### src/rtl/vxe_cu_cmd_encoder_pkg.sv
// Shared command definitions for the VXE compute-unit command encoder:
// opcodes, RELU function codes, per-opcode legal payload widths.
package vxe_cu_cmd_encoder_pkg;

    localparam int CU_CMD_W    = 64;
    localparam int CU_CMD_PL_W = 38;

    typedef enum logic [4:0] {
        CU_CMD_NOP    = 5'd0,
        CU_CMD_SETACC = 5'd1,
        CU_CMD_SETVL  = 5'd2,
        CU_CMD_SETRS  = 5'd3,
        CU_CMD_SETRT  = 5'd4,
        CU_CMD_SETRD  = 5'd5,
        CU_CMD_SETEN  = 5'd6,
        CU_CMD_SYNC   = 5'd7,
        CU_CMD_RELU   = 5'd8,
        CU_CMD_PROD   = 5'd9,
        CU_CMD_STORE  = 5'd10
    } cu_cmd_op_e;

    localparam logic [7:0] CU_CMD_RELU_RELU  = 8'h00;
    localparam logic [7:0] CU_CMD_RELU_LRELU = 8'h01;

    localparam logic [5:0] CU_CMD_PL_W_SETACC = 6'd32;
    localparam logic [5:0] CU_CMD_PL_W_SETVL  = 6'd20;
    localparam logic [5:0] CU_CMD_PL_W_SETRX  = 6'd38;
    localparam logic [5:0] CU_CMD_PL_W_SETEN  = 6'd1;
    localparam logic [5:0] CU_CMD_PL_W_SYNC   = 6'd2;
    localparam logic [5:0] CU_CMD_PL_W_RELU   = 6'd7;
    localparam logic [5:0] CU_CMD_PL_W_NONE   = 6'd0;

    // Mask with the low 'width' payload bits set.
    function automatic logic [CU_CMD_PL_W-1:0] cu_cmd_pl_mask(input logic [5:0] width);
        logic [CU_CMD_PL_W-1:0] mask;
        for (int i = 0; i < CU_CMD_PL_W; i++) begin
            mask[i] = (6'(i) < width);
        end
        return mask;
    endfunction

endpackage

### src/rtl/vxe_cu_cmd_enc_fifo.sv
// Command-word queue for the encoder: power-of-two depth, wrapping pointers,
// zero head word while empty. Push is refused when full even if popping.
module vxe_cu_cmd_enc_fifo #(
    parameter int DEPTH = 4,
    parameter int WIDTH = 64
) (
    input  logic                     clk,
    input  logic                     nrst,
    input  logic                     push,
    input  logic [WIDTH-1:0]         push_data,
    input  logic                     pop,
    output logic [$clog2(DEPTH):0]   fill,
    output logic                     full,
    output logic                     head_valid,
    output logic [WIDTH-1:0]         head_data
);
    localparam int AW = $clog2(DEPTH);

    logic [WIDTH-1:0] mem_r [DEPTH];
    logic [AW-1:0]    wr_ptr_r;
    logic [AW-1:0]    rd_ptr_r;
    logic [AW:0]      fill_r;
    logic             push_ok_s;
    logic             pop_ok_s;

    assign full      = (fill_r == (AW+1)'(DEPTH));
    assign push_ok_s = push && !full;
    assign pop_ok_s  = pop && (fill_r != '0);

    // Storage array; contents are meaningless while fill_r says empty.
    always_ff @(posedge clk) begin
        if (push_ok_s) begin
            mem_r[wr_ptr_r] <= push_data;
        end
    end

    // Pointer and occupancy tracking.
    always_ff @(posedge clk or negedge nrst) begin
        if (!nrst) begin
            wr_ptr_r <= '0;
            rd_ptr_r <= '0;
            fill_r   <= '0;
        end else begin
            if (push_ok_s) begin
                wr_ptr_r <= wr_ptr_r + AW'(1);
            end
            if (pop_ok_s) begin
                rd_ptr_r <= rd_ptr_r + AW'(1);
            end
            case ({push_ok_s, pop_ok_s})
                2'b10:   fill_r <= fill_r + (AW+1)'(1);
                2'b01:   fill_r <= fill_r - (AW+1)'(1);
                default: fill_r <= fill_r;
            endcase
        end
    end

    assign fill       = fill_r;
    assign head_valid = (fill_r != '0);
    assign head_data  = (fill_r != '0) ? mem_r[rd_ptr_r] : '0;

endmodule

### src/rtl/vxe_cu_cmd_encoder.sv
// Encodes CU requests into 64-bit command words and queues them.
// Define VXE_CU_CMD_ENC_CHECK_EN to drop illegal requests and count drops.
module vxe_cu_cmd_encoder
    import vxe_cu_cmd_encoder_pkg::*;
#(
    parameter int FIFO_DEPTH   = 4,
    parameter int TOTAL_THR_NR = 8
) (
    input  logic                          clk,
    input  logic                          nrst,
    input  logic                          i_valid,
    output logic                          o_ready,
    input  logic [4:0]                    i_op,
    input  logic [7:0]                    i_fun,
    input  logic [37:0]                   i_pl,
    output logic                          o_cmd_valid,
    input  logic                          i_cmd_ready,
    output logic [63:0]                   o_cmd,
    output logic                          o_enc_err,
    output logic [7:0]                    o_err_cnt,
    output logic [$clog2(FIFO_DEPTH):0]   o_fill
);
    if (FIFO_DEPTH < 2 || (FIFO_DEPTH & (FIFO_DEPTH - 1)) != 0 ||
        TOTAL_THR_NR < 1 || TOTAL_THR_NR > 256) begin : g_bad_param
        $error("vxe_cu_cmd_encoder: illegal parameter set");
    end

    logic [5:0]             pl_w_s;
    logic                   fun_zero_s;
    logic [CU_CMD_PL_W-1:0] pl_mask_s;
    logic [CU_CMD_W-1:0]    cmd_s;
    logic                   accept_s;
    logic                   drop_s;
    logic                   push_s;
    logic                   full_s;

    // Per-opcode payload width and whether the function field is forced to zero.
    always_comb begin
        pl_w_s     = CU_CMD_PL_W_NONE;
        fun_zero_s = 1'b0;
        case (i_op)
            CU_CMD_NOP, CU_CMD_PROD, CU_CMD_STORE: fun_zero_s = 1'b1;
            CU_CMD_SYNC: begin
                pl_w_s     = CU_CMD_PL_W_SYNC;
                fun_zero_s = 1'b1;
            end
            CU_CMD_SETACC: pl_w_s = CU_CMD_PL_W_SETACC;
            CU_CMD_SETVL:  pl_w_s = CU_CMD_PL_W_SETVL;
            CU_CMD_SETRS, CU_CMD_SETRT, CU_CMD_SETRD: pl_w_s = CU_CMD_PL_W_SETRX;
            CU_CMD_SETEN:  pl_w_s = CU_CMD_PL_W_SETEN;
            CU_CMD_RELU:   pl_w_s = CU_CMD_PL_W_RELU;
            default:       pl_w_s = CU_CMD_PL_W_NONE;
        endcase
    end

    assign pl_mask_s = cu_cmd_pl_mask(pl_w_s);
    assign cmd_s     = {i_op, (fun_zero_s ? 8'h00 : i_fun), 13'h0000, (i_pl & pl_mask_s)};
    assign accept_s  = i_valid && !full_s;
    assign push_s    = accept_s && !drop_s;
    assign o_ready   = !full_s;

`ifdef VXE_CU_CMD_ENC_CHECK_EN
    localparam logic [8:0] THR_LIM = 9'(TOTAL_THR_NR);

    logic known_s;
    logic thr_op_s;
    logic relu_op_s;
    logic illegal_s;
    logic enc_err_r;
    logic [7:0] err_cnt_r;

    // Classify the opcode for the legality checks.
    always_comb begin
        known_s   = 1'b1;
        thr_op_s  = 1'b0;
        relu_op_s = 1'b0;
        case (i_op)
            CU_CMD_NOP, CU_CMD_PROD, CU_CMD_STORE, CU_CMD_SYNC: known_s = 1'b1;
            CU_CMD_SETACC, CU_CMD_SETVL, CU_CMD_SETRS,
            CU_CMD_SETRT, CU_CMD_SETRD, CU_CMD_SETEN: thr_op_s = 1'b1;
            CU_CMD_RELU: relu_op_s = 1'b1;
            default:     known_s = 1'b0;
        endcase
    end

    assign illegal_s = !known_s
                     || (thr_op_s && ({1'b0, i_fun} >= THR_LIM))
                     || (relu_op_s && (i_fun != CU_CMD_RELU_RELU) && (i_fun != CU_CMD_RELU_LRELU))
                     || ((i_pl & ~pl_mask_s) != '0)
                     || (fun_zero_s && (i_fun != 8'h00));
    assign drop_s = accept_s && illegal_s;

    // One-cycle drop pulse and saturating drop counter.
    always_ff @(posedge clk or negedge nrst) begin
        if (!nrst) begin
            enc_err_r <= 1'b0;
            err_cnt_r <= 8'h00;
        end else begin
            enc_err_r <= drop_s;
            if (drop_s && (err_cnt_r != 8'hFF)) begin
                err_cnt_r <= err_cnt_r + 8'd1;
            end
        end
    end

    assign o_enc_err = enc_err_r;
    assign o_err_cnt = err_cnt_r;
`else
    assign drop_s    = 1'b0;
    assign o_enc_err = 1'b0;
    assign o_err_cnt = 8'h00;
`endif

    vxe_cu_cmd_enc_fifo #(
        .DEPTH (FIFO_DEPTH),
        .WIDTH (CU_CMD_W)
    ) u_fifo (
        .clk        (clk),
        .nrst       (nrst),
        .push       (push_s),
        .push_data  (cmd_s),
        .pop        (i_cmd_ready),
        .fill       (o_fill),
        .full       (full_s),
        .head_valid (o_cmd_valid),
        .head_data  (o_cmd)
    );

endmodule
### config.mk
export PLATFORM = sky130hd
export DESIGN_NAME = vxe_cu_cmd_encoder
export DESIGN_NICKNAME = d
export VERILOG_FILES = /design/src/rtl/vxe_cu_cmd_encoder_pkg.sv /design/src/rtl/vxe_cu_cmd_enc_fifo.sv /design/src/rtl/vxe_cu_cmd_encoder.sv
export SDC_FILE = /design/constraint.sdc
export NUM_CORES = 1
export LEC_CHECK = 0
export ABC_AREA = 1
export ABC_CLOCK_PERIOD_IN_PS = 4800
export CORE_MARGIN = 2
export CORE_UTILIZATION = 54
export DETAILED_ROUTE_END_ITERATION = 8
export PLACE_DENSITY = 0.79
export SLEW_MARGIN = 20
export SYNTH_ARGS = -nofsm -noshare
export SYNTH_HDL_FRONTEND = slang
export SYNTH_SLANG_ARGS = --single-unit
### constraint.sdc
create_clock -name clk -period 4.8 [get_ports clk]
set_input_delay 0.96 -clock clk [delete_from_list [all_inputs] [get_ports clk]]
set_output_delay 0.96 -clock clk [all_outputs]
set_load 0.005 [all_outputs]
==> Yosys cells after proc, flatten, opt, wreduce, memory -nomap -nowiden <==
Memories as Yosys holds them, arrays and structs flattened.
Index checks and enable logic that the tools add are counted.
{ "word_totals": {"memories": 1, "rom_bits": 0, "mem_bits_rw": 204, "register_bits": 7, "latchBits": 0, "in_bits": 55} }
{ "op_classes": {"reduce_logical": 9, "bitwise_logic": 1, "n_div": 0, "n_addsub": 4, "mux": 7, "n_mul": 0, "eq_ne": 13, "n_lt_le_gt_ge": 38, "n_shift": 0} }
{ "memory_table": {"columns": ["memory", "depth", "width", "rd", "rd_clocked_by_memory_dff", "wr", "line_no", "source"], "rows": [
  ["u_fifo.mem_r", 4, 51, 1, 0, 1, "vxe_cu_cmd_enc_fifo.sv:19", "logic [WIDTH-1:0] mem_r [DEPTH];"]
]} }
{ "ops": {"columns": ["cell", "n"], "rows": [
  ["< comparator 5 x 6 -> 1 bit (first input constant)", 16],
  ["two-way mux 64 bit", 1],
  ["< comparator 4 x 6 -> 1 bit (first input constant)", 8],
  ["AND 38 bit", 1],
  ["< comparator 6 bit (first input constant)", 6],
  ["case mux 6 bit (6 select lines)", 1],
  ["< comparator 3 x 6 -> 1 bit (first input constant)", 4],
  ["== test 5 x 3 -> 1 bit (second input constant)", 4],
  ["== test 5 x 4 -> 1 bit (second input constant)", 3],
  ["< comparator 1 x 6 -> 1 bit (first input constant)", 2],
  ["< comparator 2 x 6 -> 1 bit (first input constant)", 2],
  ["== test 5 x 2 -> 1 bit (second input constant)", 2],
  ["two-way mux 8 bit", 1],
  ["case mux 3 bit (2 select lines)", 1],
  ["== test 5 x 1 -> 1 bit (second input constant)", 1],
  ["logical NOT 5 bit", 1],
  ["adder 2 x 1 -> 2 bit (second input constant)", 2],
  ["OR reduction 4 bit", 1],
  ["adder 3 x 1 -> 3 bit (second input constant)", 1],
  ["== test 3 bit (second input constant)", 1],
  ["logical AND 1 bit", 3],
  ["two-way mux 1 bit", 3],
  ["nonzero test 3 bit", 1],
  ["OR reduction 3 bit", 1],
  ["other kinds (5)", 5]
]} }

==> Longest topological paths before layout <==
Gate-level depths: netlist (run 1).
{ "depth": {"depth_word": 6, "depth_mapped": 9, "mapped_depth_nobuf": 9} }

==> Hierarchy <==
From an unflattened synthesis (run 1), not the netlist that was laid out.
{ "unflattened": {"hier_cells": 1204, "hier_area_um2": 12431.9} }
{ "modules_own_cells": {"columns": ["mod", "area_per_inst_um2", "seq_area_each_um2", "cells_per_inst", "n_inst"], "rows": [
  ["vxe_cu_cmd_enc_fifo", 11797.6, 7862.5, 1067, 1],
  ["vxe_cu_cmd_encoder", 634.4, 0.0, 137, 1]
]} }

==> Worst setup path after synthesis (run 1) <==
OpenSTA, ideal clock, no wires.
{ "synth_timing": {"kind": "input-to-reg", "from": "input i_valid", "to": "memory u_fifo.mem_r[0][0] in the netlist's numbering, enable pin", "path_buffers": 0, "path_stages": 2, "slack_ns": 1.060, "arrival_time_ns": 3.280, "path_cell_list": "nand2_1 -> nor2_1"} }
{ "synth_between": {"elab_chain_cells": 4} }
{ "synth_rtl": {"columns": ["item", "line_no", "source"], "rows": [
  ["from (decl)", "vxe_cu_cmd_encoder.sv:11", "input logic i_valid,"],
  ["logical AND 1 bit", "vxe_cu_cmd_encoder.sv:58", "assign accept_s = i_valid && !full_s;"],
  ["logical AND 1 bit", "vxe_cu_cmd_enc_fifo.sv:27", "assign push_ok_s = push && !full;"],
  ["two-way mux 1 bit", "vxe_cu_cmd_enc_fifo.sv:32", "if (push_ok_s) begin"],
  ["two-way mux 1 bit (not written as such)", "vxe_cu_cmd_enc_fifo.sv:33", "mem_r[wr_ptr_r] <= push_data;"],
  ["to (decl)", "vxe_cu_cmd_enc_fifo.sv:19", null]
]} }
Every way passes these cells.

==> Worst setup path in the final report (run 1) <==
{ "layout_timing": {"from": "register u_fifo.rd_ptr_r[0]", "to": "output o_cmd[4]"} }
{ "layout_between": {"elab_chain_cells": 2} }
{ "layout_rtl": {"columns": ["item", "line_no", "source"], "rows": [
  ["from (decl)", "vxe_cu_cmd_enc_fifo.sv:21", "logic [AW-1:0] rd_ptr_r;"],
  ["from (signal assigned)", "vxe_cu_cmd_enc_fifo.sv:48", "rd_ptr_r <= rd_ptr_r + AW'(1);"],
  ["memory (4 x 51 bit)", null, null],
  ["two-way mux 64 bit", "vxe_cu_cmd_enc_fifo.sv:60", "assign head_data = (fill_r != '0) ? mem_r[rd_ptr_r] : '0;"],
  ["to (decl)", "vxe_cu_cmd_encoder.sv:18", "output logic [63:0] o_cmd,"]
]} }
Every way passes these cells.

==> flow_metrics.tcl, run 1 <==
set metrics [dict create \
    path_class "reg -> out" \
    vias 6001 \
    rsz0062_at_grt "no" \
    synth_compound_area_frac 0.0882 \
    drt_iter0_markers 543 \
    drtPass1Iterations 5 \
    clkTransAtPathRegs_ns 0.06 \
    synth_area_mm2 0.00905 \
    drv_cap 0 \
    critPathMaxFanout 60 \
    period_needed_ns 3.70 \
    htree_levels 1 \
    grt_max_degree 105 \
    drc 0 \
    cts_resized 0 \
    drv_slew 0 \
    via_per_inst 5.31 \
    worstPathRequired_ns 3.84 \
    fp-row-count 47 \
    antenna_found_initial 0 \
    grt-ovfl-total 0 \
    cts_tree "built" \
    status "completed" \
    cts_setup_buffers 0 \
    initial_core_util 0.550 \
    synthCells 794 \
    ys_types 30 \
    fin_skew_ns 0.0128 \
    antenna_cells 0 \
    die_area_mm2 0.0178 \
    final_cell_mix "nor2_1, edfxtp_1, clkdlybuf4s50_1" \
    synth_top_family_by_area "simple AND/OR/NAND/NOR gates" \
    relSlewSlack 0.256 \
    core-area_mm2 0.0165 \
    grt_use_total 0.218 \
    cts_root_buf "clkbuf_16" \
    die_x_um 133 \
    fin_nets 957 \
    synth-seq-cells 211 \
    wl_per_cell_um 17.1 \
    synthMuxAreaShare 0 \
    pwr_density_cell_mw_per_mm2 624 \
    clkSinkCount 211 \
    p_total_mw 6.76 \
    yosys.area_share.xor_xnor 0.00484 \
    ys_seq_area_frac 0.696 \
    ys_warn_count 0 \
    final-hold-violation-count 0 \
    port_buffers 110 \
    start_kind "register" \
    worst_ep_arrival_time_ns 2.74 \
    dp_hpwl_mm 11.1 \
    ios 133 \
    synthAdderAreaFrac 0.00912 \
    synth_simple_gate_area_frac 0.127 \
    worst_slew_pin_slew_ns 1.11 \
    hold_class "reg -> reg" \
    clockBufferDepth 3 \
    final_common_cell "nor2_1" \
    areaGrowthSynthToFinish_pct 19.7 \
    end_kind "output port" \
    route.antenna.remaining_nets 0 \
    setup_viol 0 \
    cts-hold-fix-buffers 0 \
    drive_above_1_share 0.0648 \
    die_h_um 133 \
    max-vdd-ir-drop_v 0.000402 \
    synth.avg_cell_area_um2 11.4 \
    clk-insertion-delay-late_ns 0.48 \
    grt_pass1_vias 6004 \
    period_share 0.771 \
    gp_congestion 0.706 \
    cts_buffers 21 \
    wirelength_mm 19.3 \
    final.setup.tns_ns 0 \
    grt_pass1_wl_mm 30.5 \
    fmax_ghz 0.270 \
    p_leak_nw 3.93 \
]
## state kept, by name, indices dropped and copies added (netlist names)
| name | flops |
|---|---|
| u_fifo.fill | 3 |
| u_fifo.mem_r | 204 |
| u_fifo.rd_ptr_r | 2 |
| u_fifo.wr_ptr_r | 2 |
## per-layer routing
metal / GRT usage / share of wire / vias to the layer above
li1: - / - / 2842
met5: 0 / 0 / -
met4: 0.0615 / 0.022 / 0
met3: 0.0323 / 0.065 / 32
met1: 0.280 / 0.41 / 2889
met2: 0.389 / 0.50 / 238
## critical path: stages (launching register included)
cell             delay, ns
dfrtp_4               0.48
inv_2                 0.50
buf_12                0.31
o21ai_0               0.13
a21oi_1               0.26
clkdlybuf4s50_1       0.55
## area by class of cell
| cell class | count | area, um2 |
|---|---|---|
| Clock inverter | 2 | 8.76 |
| Timing Repair Buffer | 121 | 1220 |
| Inverter | 66 | 250 |
| Fill cell | 1235 | 5630 |
| Clock buffer | 35 | 578 |
| Sequential cell | 211 | 6310 |
| Multi-Input combinational cell | 475 | 2190 |
| Tap cell | 220 | 275 |
## kinds of logic (layout without fill, tap and decap cells)
group / after synthesis / after routing
buf+inv: 129 / 224
fa+ha+maj: 6 / 6
compound gates: 158 / 158
simple gates: 284 / 284
other cells: 1 / 22
flops: 211 / 211
xor+xnor: 5 / 5
## final timing paths
path | startpoint | to | slack, ns | depth (start not counted)
worst max-delay path | u_fifo.rd_ptr_r[0] | o_cmd[4] | 1.10 | 5
worst min-delay path | u_fifo.fill[0] | u_fifo.fill[0] | 0.59 | 1
worst max register to register | u_fifo.fill[0] | u_fifo.fill[1] | 2.20 | 7
worst min register to register | u_fifo.fill[0] | u_fifo.fill[0] | 0.59 | 1
max in group asynchronous | nrst | u_fifo.rd_ptr_r[0] | 3.77 | 1
min in group asynchronous | nrst | u_fifo.rd_ptr_r[0] | 0.75 | 1
## through the flow
stage | setup slack (ns) | utilization | cell area, um2 | hold WS (ns) | cells
final | 1.10 | 0.658 | 10800 | 0.587 | 1130
after global routing | 0.945 | 0.658 | 10800 | 0.627 | 1130
after CTS | 0.911 | 0.658 | 10800 | 0.583 | 1130
after detailed placement | 1.46 | 0.622 | 10200 | 0.574 | 1093
after global placement | 1.51 | 0.622 | 10200 | 0.563 | 1093
after floorplan | 1.06 | - | 9130 | 0.557 | 815
## synthesized netlist by cell type (all sizes together)
cell type / number / area, um2
nor2: 256 / 986
edfxtp: 204 / 6130
o21ai: 104 / 520
inv: 65 / 246
a21oi: 53 / 265
buf: 43 / 334
clkbuf: 20 / 85.1
nand2: 16 / 80.1
dfrtp: 7 / 175
nand3: 6 / 30.0
ha: 5 / 62.6
nand4: 4 / 25.0
xor2: 3 / 26.3
nor3: 2 / 32.5
xnor2: 2 / 17.5
a22oi: 1 / 12.5
clkinv: 1 / 3.75
conb: 1 / 3.75
fa: 1 / 20.0
## power by group
group	total, mW	internal [mW]	switching, mW	leakage (nW)
Sequential	2.59	2.48	0.112	1.92
Combinational	2.73	1.21	1.52	1.73
Clock	1.44	0.816	0.621	0.281
No activity file was read; power rests on OpenSTA's default activity.
==> inputs of run 2 (changes only) <==
--- a/config.mk
+++ b/config.mk
@@ -6,11 +6,11 @@
 export NUM_CORES = 1
 export LEC_CHECK = 0
 export ABC_AREA = 1
-export ABC_CLOCK_PERIOD_IN_PS = 4800
+export ABC_CLOCK_PERIOD_IN_PS = 3050
 export CORE_MARGIN = 2
-export CORE_UTILIZATION = 54
+export CORE_UTILIZATION = 49
 export DETAILED_ROUTE_END_ITERATION = 8
-export PLACE_DENSITY = 0.79
+export PLACE_DENSITY = 0.76
 export SLEW_MARGIN = 20
 export SYNTH_ARGS = -nofsm -noshare
 export SYNTH_HDL_FRONTEND = slang
==> constraint.sdc (replaced) <==
create_clock -name clk -period 3.05 [get_ports clk]
set_input_delay 0.61 -clock clk [delete_from_list [all_inputs] [get_ports clk]]
set_output_delay 0.61 -clock clk [all_outputs]
set_load 0.005 [all_outputs]
==> run 2 against run 1 <==
  * Wire length down 0.91%
  * Utilization down 3.9 points
  * Clock power up 74%
  * First-iteration DRC count down 29%
  * Critical endpoint is now o_cmd[52]
  * Highest routed layer unchanged
==> flow_metrics.tcl, run 2 (synthesized netlist as in run 1, its figures left out) <==
set metrics [dict create \
    cts_tree "built" \
    max-vdd-ir-drop_v 0.000533 \
    drv_slew 0 \
    die_h_um 140 \
    period_share 0.970 \
    port_buffers 110 \
    drc 0 \
    cts-hold-fix-buffers 0 \
    dpl.cell_count 1114 \
    start_kind "register" \
    status "completed" \
    drtPass1Iterations 8 \
    period_needed_ns 2.96 \
    fin_nets 971 \
    fmax_ghz 0.338 \
    clkSinkCount 211 \
    hold_class "in -> async" \
    wirelength_mm 19.1 \
    worst_ep_arrival_time_ns 2.35 \
    fillers 1355 \
    final_cell_mix "nor2_1, edfxtp_1, clkdlybuf4s50_1" \
    pwr_density_cell_mw_per_mm2 999 \
    critPathMaxFanout 24 \
    clockBufferDepth 3 \
    multi_input_area_mm2 0.00219 \
    grt_use_total 0.195 \
    crit_slowest_cell "clkdlybuf4s50_1" \
    fin_cells 1152 \
    route.antenna.remaining_nets 0 \
    worst-path-buf-inv 3 \
    regArea_mm2 0.00631 \
    fin_skew_ns 0.0121 \
    via_per_inst 5.17 \
    areaGrowthSynthToFinish_pct 23.3 \
    worst_slew_pin_slew_ns 0.516 \
    htree_levels 1 \
    final_common_cell "nor2_1" \
    cts_root_buf "clkbuf_16" \
    p_clk_frac 0.225 \
    fp-row-count 49 \
    final-hold-violation-count 0 \
    dp_hpwl_mm 11.7 \
    ios 133 \
    end_kind "output port" \
    clk-insertion-delay-late_ns 0.49 \
    path_class "reg -> out" \
    grt_max_degree 57 \
    initial_core_util 0.502 \
    worstPathRequired_ns 2.44 \
    grt-ovfl-total 0 \
    cp_cell_sequence "inv_2, buf_4, o21ai_0, a21oi_1, clkdlybuf4s50_1" \
    combPwrFrac 0.410 \
    vias 5951 \
    rsz0062_at_grt "yes" \
    setup_viol 0 \
    whs_ns 0.415 \
    die_area_mm2 0.0196 \
    antenna_found_initial 0 \
    die_x_um 140 \
    intPower_mw 7.53 \
    seq_power_share 0.366 \
    swShare 0.325 \
    slowest_delay_ns 0.57 \
    grt_pass1_wl_mm 30.1 \
    drive_above_1_share 0.0878 \
    switchingPower_mw 3.62 \
    relSlewSlack 0.655 \
    drt_iter0_markers 384 \
    grt_pass1_vias 5956 \
    gp_congestion 0.752 \
    clkTransAtPathRegs_ns 0.06 \
    wl_per_cell_um 16.6 \
    critPathTopFamily "buffers and inverters" \
    drv_cap 0 \
    largest_reg_flops 204 \
    p_leak_nw 4.08 \
    regMostFlops "u_fifo.mem_r" \
    antenna_cells 0 \
    final_util 0.619 \
    core-area_mm2 0.0180 \
    cts_buffers 21 \
]
==> run 2: cell count changes in the layout (fill, tap and decap cells not counted) <==
cell	previous run	this run
buf_8	0	1
bufinv_16	0	3
clkinv_1	2	6
clkinvlp_4	0	1
clkinv_2	1	4
a21oi_2	0	1
clkbuf_1	14	2
a21oi_1	53	52
buf_4	7	11
buf_16	0	1
buf_12	3	11
==> run 2: routing by layer <==
layer  share of wire  global-route usage  up-vias
met5               0                   0        -
met4           0.028              0.0732        0
met3           0.057              0.0287       37
met2            0.49               0.339      208
met1            0.42               0.250     2826
li1                -                   -     2880
==> run 2: final cells by class <==
type | count | share of cell area
flip-flops and latches | 211 | 0.565
well taps | 229 | 0.0257
inverters | 66 | 0.0224
repair buffers | 135 | 0.131
multi-input cells | 475 | 0.197
clock inverters | 13 | 0.0122
clock buffers | 23 | 0.0477
==> run 2: power by group through the flow <==
stage	combinational (mW)	sequential, mW	clock [mW]
3_3_place_gp	4.46	4.11	0
5_1_grt	5.02	4.13	2.66
3_5_place_dp	4.52	4.13	0
6_report	4.57	4.08	2.51
2_1_floorplan	2.31	4.12	0
4_1_cts	4.57	4.07	2.54
==> run 2: final timing paths <==
kind                                    start                  to  slack (ns)  depth (start not counted)
setup reg to reg               u_fifo.fill[2]      u_fifo.fill[2]        0.93                          9
setup / recovery           u_fifo.rd_ptr_r[0]           o_cmd[52]        0.09                          5
hold reg to reg                u_fifo.fill[0]      u_fifo.fill[0]        0.58                          1
hold / removal                           nrst      u_fifo.fill[0]        0.41                          1
min in group clk               u_fifo.fill[0]      u_fifo.fill[0]        0.58                          1
max in group asynchronous                nrst  u_fifo.rd_ptr_r[0]        2.30                          1
==> run 2: metrics by stage <==
| stage | setup TNS [ns] | power, mW | worst slack, ns | area [um2] |
|---|---|---|---|---|
| after CTS | 0 | 11.2 | 0.0659 | 11100 |
| after floorplan | -77.94 | 6.43 | -0.382 | 9130 |
| final | 0 | 11.2 | 0.0905 | 11200 |
| after global routing | -0.0189 | 11.8 | -0.0140 | 11200 |
| after global placement | 0 | 8.57 | 0.510 | 10400 |
| after detailed placement | 0 | 8.64 | 0.461 | 10400 |
==> run 2: worst reg2reg max path: stages, from the launching register on <==
cell and delay (ns):
dfrtp_1 0.45, nor3_4 0.09, buf_4 0.17, nor2_1 0.24, ha_1 0.21, inv_1 0.07
fa_1 0.38, a21oi_1 0.15, o21ai_0 0.12, xnor2_1 0.14
==> run 2: timing repair <==
item | in CTS | in global routing
endpoints found under the hold margin | 0 | 0
pin swaps | 0 | 1
buffers inserted | 0 | 2
endpoints found under the setup margin | 5 | 8
gates resized for setup | 2 | 7
==> inputs of run 3 (changes only) <==
--- a/config.mk
+++ b/config.mk
@@ -7,6 +7,7 @@
 export LEC_CHECK = 0
 export ABC_AREA = 1
 export ABC_CLOCK_PERIOD_IN_PS = 3050
+export CORE_ASPECT_RATIO = 0.8
 export CORE_MARGIN = 2
 export CORE_UTILIZATION = 49
 export DETAILED_ROUTE_END_ITERATION = 8
==> run 3 against run 2 <==
  * Via count rose by 0.50%
  * Die area barely moved
  * Hold slack got worse by 0.020 ns
  * Global-route usage rose by 0.17 points
  * Critical endpoint is now o_cmd[0]
  * Largest cell class unchanged
==> flow_metrics.tcl, run 3 (synthesized netlist as in run 1, its figures left out) <==
set metrics [dict create \
    status "completed" \
    drc 0 \
    seq_power_share 0.365 \
    max-vdd-ir-drop_v 0.000444 \
    ios 133 \
    final_common_cell "nor2_1" \
    p_clk_frac 0.238 \
    rsz0062_at_grt "yes" \
    core-area_mm2 0.0181 \
    combPwrFrac 0.397 \
    dp_hpwl_mm 11.3 \
    cts-hold-fix-buffers 0 \
    period_share 0.982 \
    die_x_um 156 \
    worst_slew_pin_slew_ns 0.502 \
    grt_pass1_wl_mm 30.0 \
    gp_congestion 0.740 \
    use_met1 0.266 \
    path_class "reg -> out" \
    vias 5981 \
    start_kind "register" \
    fmax_ghz 0.334 \
    hold_class "in -> async" \
    areaGrowthSynthToFinish_pct 22.8 \
    route.antenna.remaining_nets 0 \
    period_needed_ns 3.00 \
    fin_nets 966 \
    wl_per_cell_um 16.7 \
    fin_skew_ns 0.0134 \
    p_total_mw 11.2 \
    critPathTopFamily "buffers and inverters" \
    final-hold-violation-count 0 \
    die_h_um 126 \
    grt_use_total 0.197 \
    worst_ep_arrival_time_ns 2.39 \
    drv_cap 0 \
    wirelength_mm 19.2 \
    initial_core_util 0.500 \
    antenna_found_initial 0 \
    regMostFlops "u_fifo.mem_r" \
    drt_iter0_markers 493 \
    grt_max_degree 79 \
    grt_pass1_vias 5811 \
    via_per_inst 5.20 \
    worst-path-buf-inv 3 \
    grt-ovfl-total 0 \
    drive_above_1_share 0.0891 \
    final_cell_mix "nor2_1, edfxtp_1, clkdlybuf4s50_1" \
    final.setup.tns_ns 0 \
    cts_root_buf "clkbuf_16" \
    drtPass1Iterations 5 \
    p_leak_nw 4.06 \
    met2_usage 0.338 \
    clkTransAtPathRegs_ns 0.06 \
    htree_levels 1 \
    use_met3 0.0343 \
    switchingPower_mw 3.65 \
    clkSinkCount 211 \
    swShare 0.326 \
    intPower_mw 7.54 \
    crit_slowest_cell "clkdlybuf4s50_1" \
    pwr_density_cell_mw_per_mm2 1010 \
    fillers 1434 \
    clockBufferDepth 3 \
    drv_slew 0 \
    port_buffers 110 \
    cts_tree "built" \
    cp_cell_sequence "inv_2, buf_12, o21ai_0, a21oi_1, clkdlybuf4s50_1" \
    slowest_delay_ns 0.57 \
    largest_reg_flops 204 \
    cts_buffers 21 \
    grt_most_used_layer "met2" \
    die_area_mm2 0.0196 \
    end_kind "output port" \
    fp-row-count 44 \
    worstPathRequired_ns 2.44 \
    antenna_cells 0 \
    setup_viol 0 \
    relSlewSlack 0.666 \
    clk-insertion-delay-late_ns 0.49 \
    critPathMaxFanout 39 \
]
==> run 3: changes by cell type in the layout (fill, tap and decap cells not counted), sizes merged <==
cell,delta
buf,-6
bufinv,+1
clkbuf,-1
clkinv,-1
clkinvlp,+2
inv,+2
==> run 3: power by group through the flow <==
stage / registers (mW) / logic [mW] / clock network (mW)
3_5_place_dp: 4.14 / 4.39 / 0
2_1_floorplan: 4.12 / 2.31 / 0
6_report: 4.08 / 4.44 / 2.66
4_1_cts: 4.08 / 4.43 / 2.70
5_1_grt: 4.14 / 4.93 / 2.84
3_3_place_gp: 4.12 / 4.33 / 0
==> run 3: worst paths after layout <==
path,startpoint,to,slack (ns),depth (start not counted)
min,nrst,u_fifo.wr_ptr_r[1],0.39,1
min in group clk,u_fifo.fill[1],u_fifo.fill[1],0.60,2
max in group asynchronous,nrst,u_fifo.rd_ptr_r[0],2.35,1
max reg2reg,u_fifo.fill[2],u_fifo.fill[2],0.87,9
min reg2reg,u_fifo.fill[1],u_fifo.fill[1],0.60,2
max,u_fifo.rd_ptr_r[0],o_cmd[0],0.05,5
==> run 3: worst register-to-register path: stages, from the launching register on <==
cell	delay [ns]
dfrtp_1	0.46
nor3_4	0.07
buf_12	0.21
nor2_1	0.29
ha_1	0.21
inv_1	0.07
fa_1	0.38
a21oi_1	0.14
o21ai_0	0.11
xnor2_1	0.14
==> run 3: final cells by class <==
type | instances | area [um2] | area share
Clock inverter | 17 | 196 | 0.0177
Inverter | 66 | 250 | 0.0225
Tap cell | 230 | 288 | 0.0259
Multi-Input combinational cell | 475 | 2190 | 0.197
Clock buffer | 21 | 526 | 0.0473
Sequential cell | 211 | 6310 | 0.567
Timing Repair Buffer | 130 | 1360 | 0.122
==> run 3: per-stage QoR <==
stage / util / cell area, um2 / instances / worst slack (ns) / hold slack, ns
finish: 0.614 / 11100 / 1150 / 0.0537 / 0.394
global placement: 0.572 / 10400 / 1111 / 0.497 / 0.568
global route: 0.614 / 11100 / 1150 / -0.0289 / 0.408
floorplan: - / 9130 / 815 / -0.382 / 0.314
detailed placement: 0.572 / 10400 / 1111 / 0.483 / 0.572
CTS: 0.612 / 11100 / 1149 / 0.0193 / 0.392
==> run 3: layer usage <==
metal  vias up  share of wire  wire [um]
met4         0          0.013        252
met2       252           0.49       9320
met3        29          0.074       1430
met1      2839           0.43       8190
li1       2861              -          -
met5         -              0          0
==> run 3: timing repair <==
item	4_1_cts	5_1_grt
buffers inserted	0	0
resized for setup	2	2
setup endpoints to repair	7	13
gates cloned	0	1
